<file path="src/rtl/alu_pkg.sv">
// alu_pkg: ALU opcodes, flag indices, 16-bit op encoding and sequencer state encoding
package alu_pkg;
  localparam logic [5:0] ALU_ADD = 6'd0;
  localparam logic [5:0] ALU_ADC = 6'd1;
  localparam logic [5:0] ALU_SUB = 6'd2;
  localparam logic [5:0] ALU_SBC = 6'd3;
  localparam int F_Z = 3;
  localparam int F_N = 2;
  localparam int F_H = 1;
  localparam int F_C = 0;
  typedef enum logic [1:0] {OP16_ADD16, OP16_ADDSP, OP16_INC16, OP16_DEC16} op16_t;
  typedef enum logic [1:0] {S_IDLE, S_LO, S_HI} state_t;
endpackage

</file>
<file path="src/rtl/alu16_seq.sv">
// alu16_seq: 16-bit ADD/ADDSP/INC/DEC done as two passes through the shared 8-bit ALU
module alu16_seq
  import alu_pkg::*;
#(
  parameter int ALU_OP_W = 6
) (
  input  logic                clk,
  input  logic                rst_n,
  input  logic                start,
  input  logic [1:0]          op,
  input  logic [15:0]         opa,
  input  logic [15:0]         opb,
  input  logic [3:0]          flags_in,
  output logic                busy,
  output logic                done,
  output logic [15:0]         result,
  output logic [3:0]          flags_out,
  output logic [7:0]          alu_a,
  output logic [7:0]          alu_b,
  output logic [ALU_OP_W-1:0] alu_op,
  output logic [3:0]          alu_flags_in,
  input  logic [7:0]          alu_result,
  input  logic [3:0]          alu_flags_out
);
  state_t state, state_nxt;
  logic [1:0] op_q;
  logic [15:0] a_q, b_q;
  logic [3:0] f_q, f_lo, f_hi;
  logic [7:0] res_lo, b_lo, b_hi;
  logic lo, hi, is_add, is_sub;
  always_ff @(posedge clk or negedge rst_n)
    if (!rst_n) state <= S_IDLE;
    else state <= state_nxt;
  always_comb begin
    state_nxt = state;
    case (state)
      S_IDLE: state_nxt = start ? S_LO : S_IDLE;
      S_LO:   state_nxt = S_HI;
      default: state_nxt = S_IDLE;
    endcase
  end
  always_comb begin
    lo = state == S_LO;
    hi = state == S_HI;
    is_add = (op_q == OP16_ADD16) || (op_q == OP16_ADDSP);
    is_sub = op_q == OP16_DEC16;
    b_lo = is_add ? b_q[7:0] : 8'h01;
    b_hi = (op_q == OP16_ADD16) ? b_q[15:8] : (op_q == OP16_ADDSP) ? {8{b_q[7]}} : 8'h00;
    alu_a = lo ? a_q[7:0] : hi ? a_q[15:8] : 8'h00;
    alu_b = lo ? b_lo : hi ? b_hi : 8'h00;
    alu_op = lo ? ALU_OP_W'(is_sub ? ALU_SUB : ALU_ADD) :
             hi ? ALU_OP_W'(is_sub ? ALU_SBC : ALU_ADC) : ALU_OP_W'(ALU_ADD);
    alu_flags_in = hi ? {3'b000, f_lo[F_C]} : 4'h0;
    // ADDSP flags come from the low pass (bit-3/bit-7 carries), ADD16 from the high pass
    f_hi = (op_q == OP16_ADD16) ? {f_q[F_Z], 1'b0, alu_flags_out[F_H], alu_flags_out[F_C]} :
           (op_q == OP16_ADDSP) ? {2'b00, f_lo[F_H], f_lo[F_C]} : f_q;
  end
  always_ff @(posedge clk or negedge rst_n)
    if (!rst_n) begin
      op_q <= 2'd0;
      a_q <= 16'h0;
      b_q <= 16'h0;
      f_q <= 4'h0;
      res_lo <= 8'h0;
      f_lo <= 4'h0;
      result <= 16'h0;
      flags_out <= 4'h0;
      done <= 1'b0;
    end else begin
      done <= hi;
      if (state == S_IDLE && start) begin
        op_q <= op;
        a_q <= opa;
        b_q <= opb;
        f_q <= flags_in;
      end
      if (lo) begin
        res_lo <= alu_result;
        f_lo <= alu_flags_out;
      end
      if (hi) begin
        result <= {alu_result, res_lo};
        flags_out <= f_hi;
      end
    end
  assign busy = state != S_IDLE;
endmodule

</file>
<file path="config.mk">
export PLATFORM = sky130hd
export DESIGN_NAME = alu16_seq
export DESIGN_NICKNAME = d
export VERILOG_FILES = /design/src/rtl/alu_pkg.sv /design/src/rtl/alu16_seq.sv
export SDC_FILE = /design/constraint.sdc
export NUM_CORES = 1
export LEC_CHECK = 0
export BUFFER_PORTS_ARGS = -buffer_cell sky130_fd_sc_hd__buf_2
export CAP_MARGIN = 20
export CORE_ASPECT_RATIO = 1.5
export CORE_MARGIN = 2
export CORE_UTILIZATION = 40
export CTS_CLUSTER_DIAMETER = 60
export DETAILED_ROUTE_END_ITERATION = 12
export PLACE_DENSITY = 0.68
export REMOVE_ABC_BUFFERS = 1
export SYNTH_ARGS = -nofsm -noshare
export SYNTH_HDL_FRONTEND = slang
export SYNTH_SLANG_ARGS = --single-unit
export TNS_END_PERCENT = 20
</file>
<file path="constraint.sdc">
create_clock -name clk -period 1.4 [get_ports clk]
set_input_delay 0.28 -clock clk [delete_from_list [all_inputs] [get_ports clk]]
set_output_delay 0.28 -clock clk [all_outputs]
set_load 0.005 [all_outputs]
</file>
After elaboration in Yosys (flattened, before gate mapping)
Index checks and enable logic that the tools add are counted.
{"block": "totals", "in_bits": 53, "register_bits": 71, "elab_cells": 35, "out_inout_bits": 48}
{"block": "op_classes", "n_eq_ne": 4, "n_mux": 16, "reduce_logical": 5}
{"op": "$mux W8", "count": 7}
{"op": "$mux W2", "count": 4}
{"op": "$mux W4", "count": 2}
{"op": "$eq A2 B1 Y1 const B", "count": 2}
{"op": "$eq A2 B2 Y1 const B", "count": 2}
{"op": "$logic_not A2 Y1", "count": 2}
{"op": "$pmux W2 S2", "count": 1}
{"op": "$mux W1", "count": 2}
{"op": "$reduce_bool A2 Y1", "count": 1}
{"op": "$logic_and A1 B1 Y1", "count": 1}
{"op": "$logic_or A1 B1 Y1", "count": 1}

Longest topological paths before layout
{"block": "logic_depth", "depth_word": 5, "mapped_depth": 6, "mapped_depth_nobuf": 4}

Worst setup path before layout
OpenSTA, ideal clock, no wires.
{"block": "synth_timing", "kind": "register -> output", "startpoint": "reg state[0]", "endpoint": "out alu_b[0]", "stages_incl_launch_ff": 5, "path_slack_ns": -0.048, "t_arrival_ns": 1.168, "cell_sequence": "dfrtp_1 nand2b_1 buf_2 a211o_1 o21ai_0"}
{"block": "synth_via", "elab_chain_cells": 3, "elab_cells_between_ends": 4, "cone_classes": "eq/ne (2); mux (2)"}
{"item": "from (decl)", "line_no": "alu16_seq.sv:25", "source": "state_t state, state_nxt;"}
{"item": "from (signal assigned)", "line_no": "alu16_seq.sv:33", "source": "else state <= state_nxt;"}
{"item": "$eq A2 B2 Y1", "line_no": "alu16_seq.sv:44", "source": "hi = state == S_HI;"}
{"item": "$mux W8", "line_no": "alu16_seq.sv:50", "source": "alu_b = lo ? b_lo : hi ? b_hi : 8'h00;"}
{"item": "$mux W8 (*)", "line_no": "alu16_seq.sv:50"}
{"item": "to (decl)", "line_no": "alu16_seq.sv:19", "source": "output logic [7:0] alu_b,"}
Mark *: on every way between the ends. The rest lies on a longest branch, timed or not.

Worst setup path in the final report
{"block": "layout_timing", "startpoint": "reg state[0]", "endpoint": "out alu_b[6]"}
The elaborated chain is that of the path after synthesis.

==> impl_metrics.yaml <==
run_status:
  status: "complete, but fails checks"
  violations: "negative setup slack"
detailed_routing:
  vias_per_cell: 4.67
  dr.first_iter.drc_count: 75
  dr.pass1.iters: 4
  vias: 2254
  wl_mm: 6.72
  detail_route.wl_per_cell_um: 13.9
  drc_errors: 0
  ant_nets: 0
yosys:
  synthesis.area_sq_um: 3040
  synth_top_family_by_area: "multiplexers"
  synth-xor-area-share_pct: 0
  synth-seq-area-share_pct: 58.4
  avgSynthCellArea_sq_um: 11.4
  synth_compound_area_share_pct: 6.49
  synth_simple_gate_area_share_pct: 13.7
  synth_warnings: 0
  muxShareOfSynthArea_pct: 15.5
  synthAdderAreaFrac_pct: 0
  syn_inst: 267
  synth.distinct_cells: 26
  ys_ff_latch: 71
timing:
  final_max_slew_viol_count: 0
  setup_viol: 58
  layout_setup_ws_ps: -369
  rsz0062_at_grt: "true"
  skew_ps: 4.32
  post-route-period-util_pct: 126
  fmax_mhz: 565
  fin_crit_ps: 1770
  hold_violations: 0
placed_design:
  place_congestion: 0.751
  dpl-instance-area_sq_um: 3680
  port_buffers: 91
  hpwl_mm: 4.61
critical_path:
  critPathLaunchType: "register"
  criticalPathCategory: "register to output port"
  crit_fanout: 7
  worst_ep_arrival_time_ps: 1490
  rrSetupSlack_ps: -300
  required_ps: 1120
  crit_path_end_kind: "output port"
global_route:
  met3_usage_pct: 5.27
  busiest_layer: "met2"
  grt_overflow: 0
  grt_pass1_wl_mm: 11.1
  antenna_found_initial: 0
  met2_usage_pct: 28.2
  grt_pass1_vias: 2349
  grt_use_met1_pct: 22.2
  grtUsageTotal_pct: 17.5
  grt_max_degree: 30
layout:
  stdcell_area_sq_um: 4130
  drive_gt1_share_pct: 48.0
  final_util_pct: 54.9
  areaGrowthSynthToFinish_pct: 35.6
  diodes: 0
  nets: 429
die:
  num_rows: 39
  die_area_sq_um: 8340
  initial_utilization_pct: 40.5
  die_w_um: 75.2
  coreArea_sq_um: 7510
  die_y_um: 111
  io_pins: 101
cts:
  htreeDepth: 3
  clkTransAtPathRegs_ps: 60
  root_buffer: "clkbuf_16"
  max-clock-path-buffers: 2
  cts_tree: "built"
  clk_latency_ps: 320
  cts_made_buffers: 9
  cts.sinks: 71
flow_run:
  drv_cap: 0
power_and_ir_drop:
  leakagePower_nw: 2.14
  powerDensity_nw_per_um2: 1750
  peakVddDrop_mv: 0.939
hold_path:
  hp-class: "primary input to register"
==> layer usage <==
layer / vias to the layer above / wire (um)
li1: 1092 / -
met1: 1080 / 2800
met2: 71 / 3420
met3: 11 / 406
met4: 0 / 96
met5: - / 0
==> state kept, by name, indices dropped and copies added, names as in the netlist <==
register / flops
res_lo: 8
op_q: 2
done: 1
a_q: 16
state: 2
result: 16
flags_out: 4
f_lo: 2
f_q: 4
b_q: 16
==> report_power, final <==
| part | internal [W] | switching [W] |
|---|---|---|
| combinational | 0.00102 | 0.000826 |
| sequential | 0.00270 | 0.000353 |
| clock | 0.00153 | 0.000798 |
| total | 0.00524 | 0.00198 |
==> path summary, 6_finish.rpt <==
check / start / endpoint / cells past startpoint
setup / recovery: state[0]$_DFF_PN0_ / alu_b[6] / 4
hold / removal: alu_flags_out[0] / f_lo[0]$_DFFE_PN0P_ / 3
setup reg to reg: state[0]$_DFF_PN0_ / a_q[2]$_DFFE_PN0P_ / 6
hold reg to reg: result[5]$_DFFE_PN0P_ / result[5]$_DFFE_PN0P_ / 2
max in group asynchronous: rst_n / result[13]$_DFFE_PN0P_ / 3
min in group asynchronous: rst_n / res_lo[3]$_DFFE_PN0P_ / 2
==> cell families (layout without fill, tap and decap cells) <==
| logic type | Yosys count | in the layout |
|---|---|---|
| and+or+nand+nor | 102 | 102 |
| DFF | 71 | 71 |
| muxes | 39 | 39 |
| buffers and inverters | 28 | 136 |
| AOI/OAI and AO/OA | 26 | 26 |
| other | 1 | 7 |
==> critical path: stages, from the launching register on <==
cell and delay, ps:
dfrtp_1 380, nand2b_4 150, a211o_4 370, o2bb2ai_2 140, buf_2 130
==> layout by cell type (no fill, tap or decap), types with 2 or more instances in the layout <==
cell type	synthesis	layout
a21oi_1	5	4
a22o_1	9	9
a22oi_1	3	2
buf_12	1	4
buf_2	4	91
buf_4	10	17
buf_6	0	3
clkbuf_1	7	2
clkbuf_16	0	9
clkbuf_8	0	3
conb_1	1	7
dfrtp_1	71	71
inv_1	4	3
mux2_2	30	30
mux2_4	9	9
nand2_1	81	81
nand2b_4	0	2
nor2_1	13	13
o2bb2ai_2	0	6
or2_4	1	2
==> through the flow <==
step / instances / setup WS, ps / power [W] / hold slack [ps] / TNS, ps
after global placement: 461 / -126 / 0.00476 / 204 / -1580
after CTS: 480 / -355 / 0.00726 / 153 / -12910
after floorplan: 249 / -533 / 0.00396 / -15.6 / -18430
after detailed placement: 461 / -154 / 0.00484 / 205 / -2660
after global routing: 483 / -441 / 0.00772 / 170 / -18710
final: 483 / -369 / 0.00722 / 161 / -16040
==> area by class of cell <==
cell class | instances | area, sq um
Timing Repair Buffer | 116 | 707
Tap cell | 102 | 128
Fill cell | 673 | 3390
Clock buffer | 14 | 274
Sequential cell | 71 | 1780
Clock inverter | 2 | 37.5
Multi-Input combinational cell | 174 | 1190
Inverter | 4 | 17.5
==> cells in the mapped netlist <==
cell / number / area [sq um]
a211o_1: 1 / 8.76
a21oi_1: 5 / 25.0
a22o_1: 9 / 78.8
a22oi_1: 3 / 22.5
and2_1: 1 / 6.26
buf_1: 1 / 3.75
buf_12: 1 / 20.0
buf_2: 4 / 20.0
buf_4: 10 / 75.1
buf_8: 1 / 15.0
clkbuf_1: 7 / 26.3
conb_1: 1 / 3.75
dfrtp_1: 71 / 1780
inv_1: 4 / 15.0
mux2_2: 30 / 338
mux2_4: 9 / 135
nand2_1: 81 / 304
nand2b_1: 2 / 12.5
nand3_1: 1 / 5.00
nor2_1: 13 / 48.8
nor2_8: 1 / 20.0
nor2b_1: 1 / 6.26
o21ai_0: 2 / 10.0
o2bb2ai_1: 6 / 52.6
or2_2: 1 / 6.26
or2_4: 1 / 8.76
==> timing repair <==
item | in CTS | in global routing
hold endpoints to repair | 21 | 0
gates resized for setup | 12 | 6
endpoints found under the setup margin | 58 | 58
hold buffers | 1 | 0
gates cloned | 0 | 1
setup buffers | 2 | 2
pin swaps | 8 | 3
No activity file was read; power rests on OpenSTA's default activity.
